### config.mk
export PLATFORM = sky130hd
export DESIGN_NAME = alu_issue_unit_flat
export DESIGN_NICKNAME = d
export VERILOG_FILES = /design/src/rtl/alu_issue_unit.sv /design/src/rtl/alu_issue_unit_if.sv /design/src/flat_wrapper.sv
export SDC_FILE = /design/constraint.sdc
export NUM_CORES = 1
export LEC_CHECK = 0
export ABC_CLOCK_PERIOD_IN_PS = 6500
export CORE_UTILIZATION = 40
export CTS_CLUSTER_DIAMETER = 120
export DETAILED_ROUTE_END_ITERATION = 16
export GPL_TIMING_DRIVEN = 0
export PLACE_DENSITY = 0.64
export SYNTH_ARGS = -nofsm -noshare
export SYNTH_HDL_FRONTEND = slang
export SYNTH_SLANG_ARGS = --single-unit
### constraint.sdc
create_clock -name clk -period 6.5 [get_ports clk]
set_input_delay 1.3 -clock clk [delete_from_list [all_inputs] [get_ports clk]]
set_output_delay 1.3 -clock clk [all_outputs]
set_load 0.02 [all_outputs]
### src/rtl/alu_issue_unit.sv
// alu_issue_unit: decodes RV32I opcode/funct fields into an ALU selection,
// runs a single-cycle ALU and registers the result into a one-entry output
// stage with its own valid/ready handshake.
//   clk   : clock, all state on rising edge
//   rst_n : synchronous active-low reset
//   bus   : alu_issue_unit_if.slave (request in, result/flags out, illegal_cnt)
package alu_issue_unit_pkg;
  typedef enum logic [2:0] {
    ALU_ADD = 3'd0,
    ALU_SUB = 3'd1,
    ALU_AND = 3'd2,
    ALU_OR  = 3'd3
  } alu_sel_e;
endpackage

// Single-cycle ALU; any non-enumerated selection yields 0.
module alu
  import alu_issue_unit_pkg::*;
(
  input  alu_sel_e    sel,
  input  logic [31:0] a,
  input  logic [31:0] b,
  output logic [31:0] y,
  output logic        zero
);
  always_comb begin
    y = '0;
    case (sel)
      ALU_ADD: y = a + b;
      ALU_SUB: y = a - b;
      ALU_AND: y = a & b;
      ALU_OR:  y = a | b;
      default: y = '0;
    endcase
  end

  assign zero = (y == 32'd0);
endmodule

module alu_issue_unit
  import alu_issue_unit_pkg::*;
(
  input  logic              clk,
  input  logic              rst_n,
  alu_issue_unit_if.slave   bus
);
  localparam logic [6:0] OP_R      = 7'b0110011;
  localparam logic [6:0] OP_I      = 7'b0010011;
  localparam logic [6:0] OP_LOAD   = 7'b0000011;
  localparam logic [6:0] OP_STORE  = 7'b0100011;
  localparam logic [6:0] OP_BRANCH = 7'b1100011;

  alu_sel_e    sel;
  logic        illegal, is_beq, is_bne;
  logic [31:0] y;
  logic        zero, taken, accept;

  logic        out_valid_q, out_zero_q, out_taken_q, out_illegal_q;
  logic [31:0] out_result_q;
  logic [7:0]  illegal_cnt_q;

  always_comb begin
    sel     = ALU_ADD;
    illegal = 1'b0;
    is_beq  = 1'b0;
    is_bne  = 1'b0;
    case (bus.opcode)
      OP_R: case (bus.funct3)
        3'b000:  sel = bus.funct7b5 ? ALU_SUB : ALU_ADD;
        3'b110:  sel = ALU_OR;
        3'b111:  sel = ALU_AND;
        default: illegal = 1'b1;
      endcase
      OP_I: case (bus.funct3)
        3'b000:  sel = ALU_ADD;
        3'b110:  sel = ALU_OR;
        3'b111:  sel = ALU_AND;
        default: illegal = 1'b1;
      endcase
      OP_LOAD, OP_STORE: sel = ALU_ADD;
      OP_BRANCH: case (bus.funct3)
        3'b000:  begin sel = ALU_SUB; is_beq = 1'b1; end
        3'b001:  begin sel = ALU_SUB; is_bne = 1'b1; end
        default: illegal = 1'b1;
      endcase
      default: illegal = 1'b1;
    endcase
    // Out-of-range select forces the ALU to produce 0 (and so zero=1).
    if (illegal) sel = alu_sel_e'(3'b111);
  end

  alu u_alu (.sel(sel), .a(bus.a), .b(bus.b), .y(y), .zero(zero));

  assign taken  = (is_beq & zero) | (is_bne & ~zero);
  // Slot is free when empty or being drained this cycle.
  assign bus.in_ready = ~out_valid_q | bus.out_ready;
  assign accept       = bus.in_valid & bus.in_ready;

  always_ff @(posedge clk) begin
    if (!rst_n) begin
      out_valid_q   <= 1'b0;
      out_result_q  <= '0;
      out_zero_q    <= 1'b0;
      out_taken_q   <= 1'b0;
      out_illegal_q <= 1'b0;
      illegal_cnt_q <= '0;
    end else begin
      if (accept) begin
        out_valid_q   <= 1'b1;
        out_result_q  <= y;
        out_zero_q    <= zero;
        out_taken_q   <= taken;
        out_illegal_q <= illegal;
        if (illegal && illegal_cnt_q != 8'hFF)
          illegal_cnt_q <= illegal_cnt_q + 8'd1;
      end else if (bus.out_ready) begin
        out_valid_q <= 1'b0;
      end
    end
  end

  assign bus.out_valid   = out_valid_q;
  assign bus.out_result  = out_result_q;
  assign bus.out_zero    = out_zero_q;
  assign bus.out_taken   = out_taken_q;
  assign bus.out_illegal = out_illegal_q;
  assign bus.illegal_cnt = illegal_cnt_q;
endmodule

### src/rtl/alu_issue_unit_if.sv
// alu_issue_unit_if: request and response bundle for the ALU issue unit.
//   Request : in_valid/in_ready handshake carrying opcode, funct3, funct7b5, a, b
//   Response: out_valid/out_ready handshake carrying out_result, out_zero,
//             out_taken and out_illegal, plus the illegal_cnt status counter
//   master  : the upstream/downstream side (decode + writeback)
//   slave   : the issue unit itself
interface alu_issue_unit_if;
  logic        in_valid;
  logic        in_ready;
  logic [6:0]  opcode;
  logic [2:0]  funct3;
  logic        funct7b5;
  logic [31:0] a;
  logic [31:0] b;
  logic        out_valid;
  logic        out_ready;
  logic [31:0] out_result;
  logic        out_zero;
  logic        out_taken;
  logic        out_illegal;
  logic [7:0]  illegal_cnt;

  modport master (
    output in_valid, opcode, funct3, funct7b5, a, b, out_ready,
    input  in_ready, out_valid, out_result, out_zero, out_taken, out_illegal,
           illegal_cnt
  );

  modport slave (
    input  in_valid, opcode, funct3, funct7b5, a, b, out_ready,
    output in_ready, out_valid, out_result, out_zero, out_taken, out_illegal,
           illegal_cnt
  );
endinterface

### src/flat_wrapper.sv
// flat-port wrapper written by rule: the top's interface ports become plain ports
module alu_issue_unit_flat import alu_issue_unit_pkg::*;
  (clk, rst_n, bus_in_valid, bus_opcode, bus_funct3, bus_funct7b5, bus_a, bus_b, bus_out_ready, bus_in_ready, bus_out_valid, bus_out_result, bus_out_zero, bus_out_taken, bus_out_illegal, bus_illegal_cnt);
  alu_issue_unit_if bus_i ();
  input  logic clk;
  input  logic rst_n;
  input wire logic [$bits(bus_i.in_valid)-1:0] bus_in_valid;
  input wire logic [$bits(bus_i.opcode)-1:0] bus_opcode;
  input wire logic [$bits(bus_i.funct3)-1:0] bus_funct3;
  input wire logic [$bits(bus_i.funct7b5)-1:0] bus_funct7b5;
  input wire logic [$bits(bus_i.a)-1:0] bus_a;
  input wire logic [$bits(bus_i.b)-1:0] bus_b;
  input wire logic [$bits(bus_i.out_ready)-1:0] bus_out_ready;
  output wire logic [$bits(bus_i.in_ready)-1:0] bus_in_ready;
  output wire logic [$bits(bus_i.out_valid)-1:0] bus_out_valid;
  output wire logic [$bits(bus_i.out_result)-1:0] bus_out_result;
  output wire logic [$bits(bus_i.out_zero)-1:0] bus_out_zero;
  output wire logic [$bits(bus_i.out_taken)-1:0] bus_out_taken;
  output wire logic [$bits(bus_i.out_illegal)-1:0] bus_out_illegal;
  output wire logic [$bits(bus_i.illegal_cnt)-1:0] bus_illegal_cnt;
  assign bus_i.in_valid = bus_in_valid;
  assign bus_i.opcode = bus_opcode;
  assign bus_i.funct3 = bus_funct3;
  assign bus_i.funct7b5 = bus_funct7b5;
  assign bus_i.a = bus_a;
  assign bus_i.b = bus_b;
  assign bus_i.out_ready = bus_out_ready;
  assign bus_in_ready = bus_i.in_ready;
  assign bus_out_valid = bus_i.out_valid;
  assign bus_out_result = bus_i.out_result;
  assign bus_out_zero = bus_i.out_zero;
  assign bus_out_taken = bus_i.out_taken;
  assign bus_out_illegal = bus_i.out_illegal;
  assign bus_illegal_cnt = bus_i.illegal_cnt;
  alu_issue_unit u_core (.clk(clk), .rst_n(rst_n), .bus(bus_i));
endmodule
==> flow_summary.toml, run 1 <==
[setup_path]
path_max_fanout = 8
crit_chain = "dlygate4sd2_1 > or4_1 > or2_4 > or4_4 > or4_4 > o31ai_2 > xor2_1 > ha_2 > nand2_1 > nor3_4 > a221oi_2 > buf_4 > a21oi_1 > mux2i_1 > nand2_1 > a2111oi_1 > nand4_1 > or3_1 > nand3_1"
start_kind = "input port"
rr_worst_depth = 8
slowest_stage = "or4_4"
end_kind = "flop"
cp_slowest_stage_delay_ns = 0.58
reg2reg_setup_slack_ns = 4.56
r2r_end = "u_core.bus.illegal_cnt[5]"
required_ns = 6.73
worstPathArrival_ns = 6.53
path_class = "in -> reg"
crit_end = "u_core.bus.out_taken"
r2r_start = "u_core.bus.out_valid"
crit_start = "bus_b[6]"
cp.buffers_inverters = 2
crit_cells = 19
cpLargestDelayFamily = "simple AND/OR/NAND/NOR gates"

[cells_and_area]
final_nets = 980
fin_area_um2 = 7120
antenna_cells = 0
area_growth_pct = 36.0
fin_cells = 1038
drive_above_1_share_pct = 8.08

[floorplanning]
start_util_pct = 41.3
dieWidth_um = 116
rows = 41
design.portCount = 124
die_area_um2 = 13600
core_area_um2 = 12700
die_h_um = 116

[route]
drc = 0
wl_um = 21600
drt_iter0_drc = 466
wl_per_cell_um = 20.8
drt_pre_antenna_iters = 5
via_count = 6396
ant_nets = 0
via_per_inst = 6.16

[pwr]
powerDensity_nw_per_um2 = 142
internal_power_w = 0.000628
p_clk_share_pct = 25.8
share_seq_of_total_power_pct = 29.0
p_switching_w = 0.000381
max-vdd-ir-drop_mv = 0.187
p_leak_nw = 2.95
pwr-share-comb_pct = 45.1
p_sw_share_pct = 37.8

[cts]
clock-sinks = 44
numCtsBuffers = 5
cts-root-buf = "clkbuf_16"
clock_path_buffers = 2
clk_pin_slew_ns = 0.06
cts_tree = "done"
clock_latency_ns = 0.29
cts_htree_levels = 2

[timing]
slew_headroom_pct = 49.5
finalCritPeriodShare_pct = 96.9
finalSetupViolCount = 0
layout_min_cycle_time_ns = 6.30
worst_slew_pin_slew_ns = 0.756
clock_skew_ns = 0.00233
fmax_mhz = 159
hold_slack_ns = 0.469
rsz0062_at_grt = "false"
slew_viol_final = 0
hold_viol = 0
setup_ws_ns = 0.203

[global_route]
grt_pass1_vias = 6067
antenna_found_initial = 0
grt_max_degree = 14
grt_pass1_wl_um = 32200
grt_usage_pct = 31.5
grt.overflow.total = 0

[yosys]
yosysWarnings = 0
synth.distinct_cells = 71
ys_async_sr_fraction_pct = 0
synth-seq-cells = 44
synthCells = 735
syn_area_um2 = 5240
yosysSeqAreaShare_pct = 16.8
synth_edf_count = 0
synth_flop_cell = "dfxtp_1"
synthesis.nets = 850
synth.avg_cell_area_um2 = 7.13

[placement]
place_area_um2 = 6660
dpl.cell_count = 1028
gp_congestion = 0.981
dp_slack_ns = -1.72
dpl.hpwl_um = 17300
place.port_buffers = 121

[run_status]
status = "completed"

[hold_path]
min_path_type = "reg -> reg"

[run]
max_cap_viol_count = 0
area by class of cell:
type	count	area [um2]
Buffer	30	135
Clock buffer	7	143
Clock inverter	1	7.51
Fill cell	1240	5550
Inverter	12	45.0
Multi-Input combinational cell	643	4420
Sequential cell	44	881
Tap cell	172	215
Timing Repair Buffer	129	1280
repair_timing:
action                                  4_1_cts  5_1_grt
pin swaps                                     5        9
hold buffers                                  0        0
gates resized for setup                      46       28
setup buffers                                 4        4
endpoints found under the setup margin       22        3
metal layers:
metal | routed length, um | global-route usage, % | share of wire [%]
met5 | 0 | 0 | 0
met4 | 950 | 13.2 | 4.4
met3 | 1600 | 4.57 | 7.4
met2 | 9850 | 52.8 | 46
met1 | 9230 | 40.3 | 43
worst min-delay path by stage:
stage                                    from                   endpoint  slack (ns)  cells after the start
finish              u_core.bus.out_result[12]  u_core.bus.out_result[12]        0.47                      2
global placement    u_core.bus.out_result[25]  u_core.bus.out_result[25]        0.46                      2
detailed placement  u_core.bus.out_result[12]  u_core.bus.out_result[12]        0.47                      2
floorplan           u_core.bus.out_result[12]  u_core.bus.out_result[12]        0.54                      2
global route        u_core.bus.out_result[12]  u_core.bus.out_result[12]        0.50                      2
CTS                 u_core.bus.out_result[12]  u_core.bus.out_result[12]        0.47                      2
registers in the layout, summed over array words and instances (netlist names):
signal	cells
u_core.bus.out_zero	1
u_core.bus.out_valid	1
u_core.bus.out_result	32
u_core.bus.out_taken	1
u_core.bus.out_illegal	1
u_core.bus.illegal_cnt	8
tightest hold or removal path, stage by stage (launching register included):
cell,delay [ns]
dfxtp_1,0.31
nand2_1,0.05
a21boi_0,0.07
through the flow:
| step | utilization, % | power, W | setup TNS, ns |
|---|---|---|---|
| 2_1_floorplan | - | 0.000547 | 0 |
| 3_5_place_dp | 52.6 | 0.000722 | -17.47 |
| 6_report | 56.2 | 0.00101 | 0 |
| 3_3_place_gp | 52.6 | 0.000720 | -16.58 |
| 4_1_cts | 55.5 | 0.000994 | 0 |
| 5_1_grt | 56.2 | 0.00106 | 0 |
power by group through the flow:
stage / Combinational, W / Sequential (W) / Clock (W)
6_report: 0.000455 / 0.000293 / 0.000261
3_5_place_dp: 0.000424 / 0.000298 / 0
2_1_floorplan: 0.000233 / 0.000313 / 0
5_1_grt: 0.000489 / 0.000294 / 0.000276
4_1_cts: 0.000440 / 0.000293 / 0.000261
3_3_place_gp: 0.000422 / 0.000298 / 0
placed cells by master, fill, tap and decap left out, drive strengths merged, types with 12 or more instances in the layout:
cell and instances:
inv 12, o211a 16, nand2 92, o21ai 69
xor2 40, and2 17, ha 35, nand3 14
clkbuf 33, xnor2 22, buf 12, nor2 54
and3 15, a21oi 67, dfxtp 44, nor3 20
clkdlybuf4s50 114, o31ai 12
cells in the mapped netlist (11+ instances only):
cell       n  area [um2]
nand2_1   92         345
a21oi_1   67         335
o21ai_0   67         335
nor2_1    54         203
dfxtp_1   44         881
xor2_1    40         350
ha_1      35         438
clkbuf_1  34         128
xnor2_1   22         193
nor3_1    20         100
and2_1    17         106
o211a_1   16         160
and3_1    15        93.8
nand3_1   14        70.1
inv_1     12        45.0
o31ai_1   12        90.1
a31oi_1   11        68.8
nand4_1   11        68.8
kinds of logic (layout without fill, tap and decap cells):
family	count (synthesis)	after routing	synth area share (%)
compound gates	252	252	31.3
xor+xnor	62	62	10.4
fa+ha+maj	45	45	10.5
buf+inv	48	179	3.44
flops	44	44	16.8
mux	3	3	0.597
simple gates	281	281	27.0
Note: power is estimated with default switching activity, not from simulation.
==> run 2, diff against run 1 <==
ABC_AREA = 1   (was default)
PLACE_DENSITY = 0.63   (was 0.64)
==> flow_summary.toml, run 2 <==
[setup_path]
cpMostUsedCell = "nand2_1"
r2r_start = "u_core.bus.out_valid"
crit_start = "bus_b[0]"
end_kind = "flop"
r2r_end = "u_core.bus.illegal_cnt[7]"
slowest_stage = "clkdlybuf4s50_1"
rr_worst_depth = 10
path_class = "in -> reg"
reg2reg_setup_slack_ns = 4.44
worstPathArrival_ns = 6.14
cp_slowest_stage_delay_ns = 0.45
crit_end = "u_core.bus.out_taken"
required_ns = 6.66
start_kind = "input port"
path_max_fanout = 5

[floorplanning]
die_area_um2 = 15500
rows = 44
start_util_pct = 41.0
design.portCount = 124
die_h_um = 124
dieWidth_um = 124
core_area_um2 = 14600

[pwr]
p_total_w = 0.000988
max-vdd-ir-drop_mv = 0.101
powerDensity_nw_per_um2 = 130
p_leak_nw = 4.14

[placement]
dpl.hpwl_um = 17500
place.port_buffers = 122
gp_congestion = 0.967
dpl.cell_count = 1416

[timing]
worst_slew_pin_slew_ns = 0.590
rsz0062_at_grt = "false"
hold_slack_ns = 0.479
slew_headroom_pct = 60.7
layout_min_cycle_time_ns = 5.98
slew_viol_final = 0
fmax_mhz = 167
clock_skew_ns = 0.00199
finalSetupViolCount = 0
hold_viol = 0
finalCritPeriodShare_pct = 92.0

[cts]
clock_latency_ns = 0.29
clock_path_buffers = 2
cts_tree = "done"
cts_htree_levels = 2
numCtsBuffers = 5
clock-sinks = 44
cts-root-buf = "clkbuf_16"
clk_pin_slew_ns = 0.06
postCtsHoldBufs = 0

[yosys]
synthCells = 1110
yosysWarnings = 0
synth_flop_cell = "dfxtp_1"
syn_area_um2 = 5990
yosysMostFrequentCell = "nand2_1"
synth.top_cells.by_count = "nand2_1 (365), inv_1 (189), nor2_1 (141)"
synth.avg_cell_area_um2 = 5.39
synth_edf_count = 0
ys_async_sr_fraction_pct = 0
yosysTopAreaCell = "nand2_1"
yosysSeqAreaShare_pct = 14.7
synth_top_area_share_pct = 22.9
synth_area_leaders = "nand2_1 (23%), dfxtp_1 (15%), inv_1 (12%)"
synthesis.nets = 1225
synth-seq-cells = 44
synth.distinct_cells = 46

[route]
drt_pre_antenna_iters = 6
wl_um = 20800
ant_nets = 0
via_per_inst = 4.98
drc = 0
via_count = 7094
wl_per_cell_um = 14.6
drt_iter0_drc = 488

[global_route]
grt_max_degree = 13
grt_usage_pct = 26.7
grt_pass1_vias = 6501
antenna_found_initial = 0
grt.overflow.total = 0
grt_pass1_wl_um = 33100

[cells_and_area]
n_fill_cell = 1556
final_nets = 1354
fin_cells = 1424
regArea_um2 = 881
drive_above_1_share_pct = 3.71
final_cell_mix = "nand2_1 (365), inv_1 (188), nor2_1 (141), clkdlybuf4s50_1 (122), nand3_1 (76)"
area_growth_pct = 26.9
multi_input_area_um2 = 4270
antenna_cells = 0
largest_reg_flops = 32
final_common_cell = "nand2_1"

[run_status]
status = "completed"

[hold_path]
min_path_type = "reg -> reg"

[run]
max_cap_viol_count = 0
[run 2: changes by cell type in the layout (fill, tap and decap cells not counted), moves of 14 or more]
cell     before  now
nand2_1      92  365
o211a_1      16    0
and3_1       15    1
inv_1        12  188
xor2_1       40   23
o21ai_0      61   41
a21oi_1      66   45
and2_1       17    2
nand3_1      14   76
nor2_1       53  141
[run 2: kinds of logic after synthesis]
family | synth area share (%)
AOI/OAI and AO/OA | 12.6
xor gates and xnor gates | 5.12
adders and majority gates | 7.84
buffers and inverters | 14.2
DFF | 14.7
and+or+nand+nor | 45.5
[run 2: power breakdown]
part	switching [W]	internal [W]
registers	0.00000911	0.000286
clock network	0.000101	0.000153
logic	0.000265	0.000174
[run 2: stage by stage]
step           setup TNS, ns  cell area (um2)  util [%]  setup slack [ns]
6_report                   0             7600      52.1             0.520
5_1_grt                    0             7600      52.1            0.0545
4_1_cts                    0             7580      52.0             0.240
3_5_place_dp         -0.0491             7440      51.0           -0.0491
3_3_place_gp         -0.0416             7440      51.0           -0.0416
2_1_floorplan              0             5990         -              1.81
[run 2: repair_timing]
item	CTS	global route
setup buffers	0	0
endpoints found under the setup margin	0	2
gates resized for setup	0	5
[run 2: critical path: cells and delay by family]
kind | cells | cell delay, ns
AOI/OAI and AO/OA | 2 | 0.18
adders and majority gates | 2 | 0.53
buffers and inverters | 6 | 0.83
and+or+nand+nor | 23 | 3.13
xor gates and xnor gates | 1 | 0.14
[run 2: worst min path at each step]
stage	startpoint	to	slack, ns	depth (start not counted)
floorplan	u_core.bus.out_illegal	u_core.bus.out_illegal	0.54	2
global placement	u_core.bus.out_illegal	u_core.bus.out_illegal	0.46	2
detailed placement	u_core.bus.out_taken	u_core.bus.out_taken	0.47	2
CTS	u_core.bus.out_taken	u_core.bus.out_taken	0.48	2
global route	u_core.bus.out_taken	u_core.bus.out_taken	0.50	2
finish	u_core.bus.out_taken	u_core.bus.out_taken	0.48	2
[run 2: area by class of cell]
| class | count | share of cell area [%] |
|---|---|---|
| plain buffers | 20 | 1.42 |
| clock buffers | 8 | 1.93 |
| inverters | 197 | 9.80 |
| multi-input cells | 849 | 56.2 |
| flip-flops and latches | 44 | 11.6 |
| well taps | 184 | 3.03 |
| repair buffers | 122 | 16.1 |
[run 2: metal layers]
metal	vias to the layer above	global-route usage, %	part of all wire [%]
met5	-	0	0
met4	0	8.15	3.0
met3	28	2.92	6.2
met2	240	43.5	44
met1	3078	36.7	47
li1	3748	-	-
==> run 3, diff against run 2 <==
CORE_UTILIZATION = 45   (was 40)
PLACE_DENSITY = 0.7   (was 0.63)
SLEW_MARGIN = 20   (was default)
==> flow_summary.toml, run 3 (synthesis gave the netlist of run 2 again) <==
[setup_path]
cp.buffers_inverters = 3
crit_cells = 28
end_kind = "flop"
path_class = "in -> reg"
slowest_stage = "fa_1"
rr_worst_depth = 10
start_kind = "input port"
cp_slowest_stage_delay_ns = 0.54
worstPathArrival_ns = 6.20
required_ns = 6.66
cpMostUsedCell = "nand2_1"
path_max_fanout = 10
cpLargestDelayFamily = "simple AND/OR/NAND/NOR gates"

[route]
wl_per_cell_um = 14.7
drt_iter0_drc = 518
wl_um = 20700
drc = 0
ant_nets = 0
via_per_inst = 5.09
drt_pre_antenna_iters = 5
via_count = 7181

[cells_and_area]
area_growth_pct = 27.0
drive_above_1_share_pct = 3.95
n_fill_cell = 1339
final_cell_mix = "nand2_1 (365), inv_1 (189), nor2_1 (140), clkdlybuf4s50_1 (122), nand3_1 (76)"
final_common_cell = "nand2_1"
final_nets = 1354
largest_reg_flops = 32
finish.utilization_pct = 59.5
antenna_cells = 0

[pwr]
share_seq_of_total_power_pct = 29.6
powerDensity_nw_per_um2 = 131
p_clk_share_pct = 25.9
p_total_w = 0.000995
p_switching_w = 0.000384
pwr-share-comb_pct = 44.4
max-vdd-ir-drop_mv = 0.153
p_sw_share_pct = 38.5
p_leak_nw = 4.15
internal_power_w = 0.000612

[global_route]
grt_usage_pct = 30.3
antenna_found_initial = 0
grt.overflow.total = 0
grt_pass1_wl_um = 33500
grt_max_degree = 14
grt_pass1_vias = 6733

[timing]
slew_headroom_pct = 56.2
layout_min_cycle_time_ns = 6.04
hold_viol = 0
setup-tns-final_ns = 0
worst_slew_pin_slew_ns = 0.648
finalCritPeriodShare_pct = 92.9
rsz0062_at_grt = "false"
fmax_mhz = 166
clock_skew_ns = 0.00343
slew_viol_final = 0
finalSetupViolCount = 0

[hold_path]
worstHoldPathCells = 2
min_path_type = "reg -> reg"

[placement]
gp_congestion = 0.942
place.port_buffers = 122
dpl.hpwl_um = 17400

[cts]
clock-sinks = 44
cts_htree_levels = 2
clock_path_buffers = 2
numCtsBuffers = 5
cts-root-buf = "clkbuf_16"
clock_latency_ns = 0.29
cts_tree = "done"
clk_pin_slew_ns = 0.06
cts_setup_buffers = 0

[floorplanning]
die_area_um2 = 13800
dieWidth_um = 117
start_util_pct = 46.9
die_h_um = 117
design.portCount = 124
rows = 41
core_area_um2 = 12800

[run_status]
status = "completed"

[run]
max_cap_viol_count = 0
-- run 3: cell types whose count changed in the layout (fill, tap and decap cells not counted), sizes merged --
cell	delta
clkinv	+2
clkbuf	-2
-- run 3: worst reg2reg max path: stages (launching register included) --
cell     delay [ns]
dfxtp_1        0.31
nand2_1        0.09
nand2_1        0.17
nor2_1         0.16
inv_1          0.08
a31oi_2        0.32
nand4_1        0.21
nor2_1         0.25
nand3_1        0.13
o21ai_1        0.13
a21oi_1        0.05
-- run 3: layout make-up --
type                            instances  area, um2  area share, %
Clock buffer                            6        139           1.83
Buffer                                 20        108           1.42
Timing Repair Buffer                  122       1220           16.1
Clock inverter                          2       10.0          0.132
Tap cell                              172        215           2.83
Inverter                              197        744           9.80
Multi-Input combinational cell        849       4280           56.3
Sequential cell                        44        881           11.6
-- run 3: worst paths after layout --
check | slack (ns) | endpoint | start
worst max register to register | 4.50 | u_core.bus.illegal_cnt[7] | u_core.bus.out_valid
worst max-delay path | 0.46 | u_core.bus.out_taken | bus_funct3[2]
worst min register to register | 0.46 | u_core.bus.out_illegal | u_core.bus.out_illegal
worst min-delay path | 0.46 | u_core.bus.out_illegal | u_core.bus.out_illegal
-- run 3: stage by stage --
step,worst slack [ns],hold WS (ns),instance area (um2),std cells
after floorplan,1.81,0.544,5990,1110
after global placement,-0.0895,0.456,7420,1404
after detailed placement,-0.129,0.459,7420,1404
after CTS,0.166,0.468,7570,1412
after global routing,0.0539,0.488,7600,1412
final,0.458,0.465,7600,1412
-- run 3: power groups by stage --
| stage | Clock (W) | Sequential, W | Combinational (W) |
|---|---|---|---|
| floorplan | 0 | 0.000319 | 0.000244 |
| global placement | 0 | 0.000300 | 0.000432 |
| detailed placement | 0 | 0.000300 | 0.000434 |
| CTS | 0.000260 | 0.000295 | 0.000438 |
| global route | 0.000272 | 0.000297 | 0.000493 |
| finish | 0.000258 | 0.000295 | 0.000442 |
-- run 3: routing by layer --
layer  vias up  track usage, %  wire, um  share of wire [%]
li1       3733               -         -                  -
met1      3170            39.4      9600                 46
met5         -               0         0                  0
met4         0            9.25       643                3.1
met3        40            4.38      1190                5.8
met2       238            51.4      9300                 45
-- run 3: repair_timing --
item | in CTS | in global routing
setup endpoints to repair | 0 | 2
resized for setup | 0 | 7
hold buffers | 0 | 0
==> patch: new RTL, settings of run 3 <==
Make the reset (`rst_n`) asynchronous in one clocked block. Comments in the files are not updated.
--- a/src/rtl/alu_issue_unit.sv
+++ b/src/rtl/alu_issue_unit.sv
@@ -96,7 +96,7 @@
   assign bus.in_ready = ~out_valid_q | bus.out_ready;
   assign accept       = bus.in_valid & bus.in_ready;
 
-  always_ff @(posedge clk) begin
+  always_ff @(posedge clk or negedge rst_n) begin
     if (!rst_n) begin
       out_valid_q   <= 1'b0;
       out_result_q  <= '0;
Function: differs if rst_n is asserted again (counterexample within 4 cycles, from zero or initial values and one cycle with rst_n low); with rst_n held inactive, the same outputs for 10 cycles.
==> patch against run 3 <==
  * Area after synthesis increased by 4.0%
  * Total power grew 15%
  * First-iteration DRC count up 30%
  * Setup slack improved by 28 ps
  * Critical path depth increased by 3
  * Count of clock-buffer cells in the layout grew 1
  * Wire length up 11%
  * Cell area up 3.1%
  * Sequential cell count unchanged
  * Highest routed layer unchanged
==> patch: results <==
{
  "grt_pass1_vias": 6854,
  "nets": 1369,
  "dp_hpwl_um": 19500,
  "gp_congestion": 0.9788,
  "synthAdderAreaFrac": 0.07521,
  "reg2reg_depth": 9,
  "status": "finished, final reports clean",
  "cp_max_fo": 18,
  "num_vias": 7433,
  "reg2reg_from": "u_core.bus.illegal_cnt[0]",
  "synth_compound_area_frac": 0.09049,
  "grt_max_degree": 30,
  "drt_pre_antenna_iters": 7,
  "p_leak_nw": 4.221,
  "muxShareOfSynthArea": 0.001810,
  "synth_top_flop_cell": "dfrtp_1",
  "port_buffers": 123,
  "r2r_end": "u_core.bus.illegal_cnt[7]",
  "drtIter0Drc": 673,
  "ys_async_sr_fraction": 1.000,
  "crit_arrival_ps": 6240,
  "grtUsageTotal": 0.3261,
  "ir_drop_uv": 113.2,
  "wirelength_um": 22940,
  "worst_clock_skew_ps": 3.581,
  "synth_top_cells_by_area": "nand2_1 23%, dfrtp_1 18%, inv_1 11%",
  "slowest_stage": "nand3_1",
  "drive_above_1_share": 0.03108,
  "synth_cell_types": 39,
  "slowest_delay_ps": 450,
  "ys_seq_area_frac": 0.1770,
  "reg2reg_slack_ps": 4760,
  "postPlaceCellArea_mm2": 0.007689
}
-- patch: cell types whose count changed after synthesis, moves of 8 or more --
cell / delta
a21oi_1: -14
a31oi_1: +10
dfrtp_1: +44
dfxtp_1: -44
inv_1: -8
nand2_1: +10
nand3_1: +49
nand4_1: +10
o211ai_1: -15
o21ai_1: -11
-- patch: how the worst max path moves through the flow --
stage                        from                   end  slack (ps)
finish              bus_funct3[2]  u_core.bus.out_taken         490
global route        bus_funct3[2]  u_core.bus.out_taken          40
CTS                 bus_funct3[2]  u_core.bus.out_taken         140
detailed placement  bus_funct3[2]  u_core.bus.out_taken         -90
global placement    bus_funct3[2]  u_core.bus.out_taken         -40
floorplan           bus_funct3[2]  u_core.bus.out_taken        1970
-- patch: final cells by class --
type	count	area, um2
clock inverters	1	7.507
fillers	1408	5509
flip-flops and latches	44	1101
clock buffers	7	142.6
multi-input cells	877	4318
well taps	176	220.2
inverters	184	696.9
plain buffers	18	106.4
repair buffers	124	1246
-- patch: logic make-up (layout without fill, tap and decap cells) --
kind of cell | Yosys count | after routing
AO/OA/AOI/OAI | 102 | 102
XOR/XNOR | 39 | 39
adder cells (fa/ha/maj) | 37 | 37
buffers and inverters | 203 | 334
flip-flops | 44 | 44
multiplexers | 1 | 1
AND/OR/NAND/NOR | 698 | 698
-- patch: critical path: cells and delay by family --
kind	cells	cell delay [ps]
simple gates	25	3020
buf+inv	3	920
fa+ha+maj	1	440
compound gates	1	360
xor+xnor	1	150
-- patch: report_power, final --
part / switching, mW / internal [mW] / total (mW)
Sequential: 0.0320 / 0.308 / 0.340
Combinational: 0.326 / 0.223 / 0.549
Clock: 0.100 / 0.153 / 0.253
Total: 0.458 / 0.684 / 1.14
-- patch: stage by stage --
step	util	setup TNS, ps	instances
finish	0.5873	0	1431
global route	0.5873	0	1431
CTS	0.5873	0	1432
detailed placement	0.5760	-116.5	1424
global placement	0.5749	-40.18	1423
floorplan	-	0	1124
-- patch: metal layers --
layer,vias up,part of all wire,wire length [um],GRT usage
met5,-,0,0,0
met1,3349,0.46,10590,0.4580
met4,0,0.018,405,0.08047
met2,248,0.45,10330,0.5365
li1,3814,-,-,-
met3,22,0.070,1616,0.02899
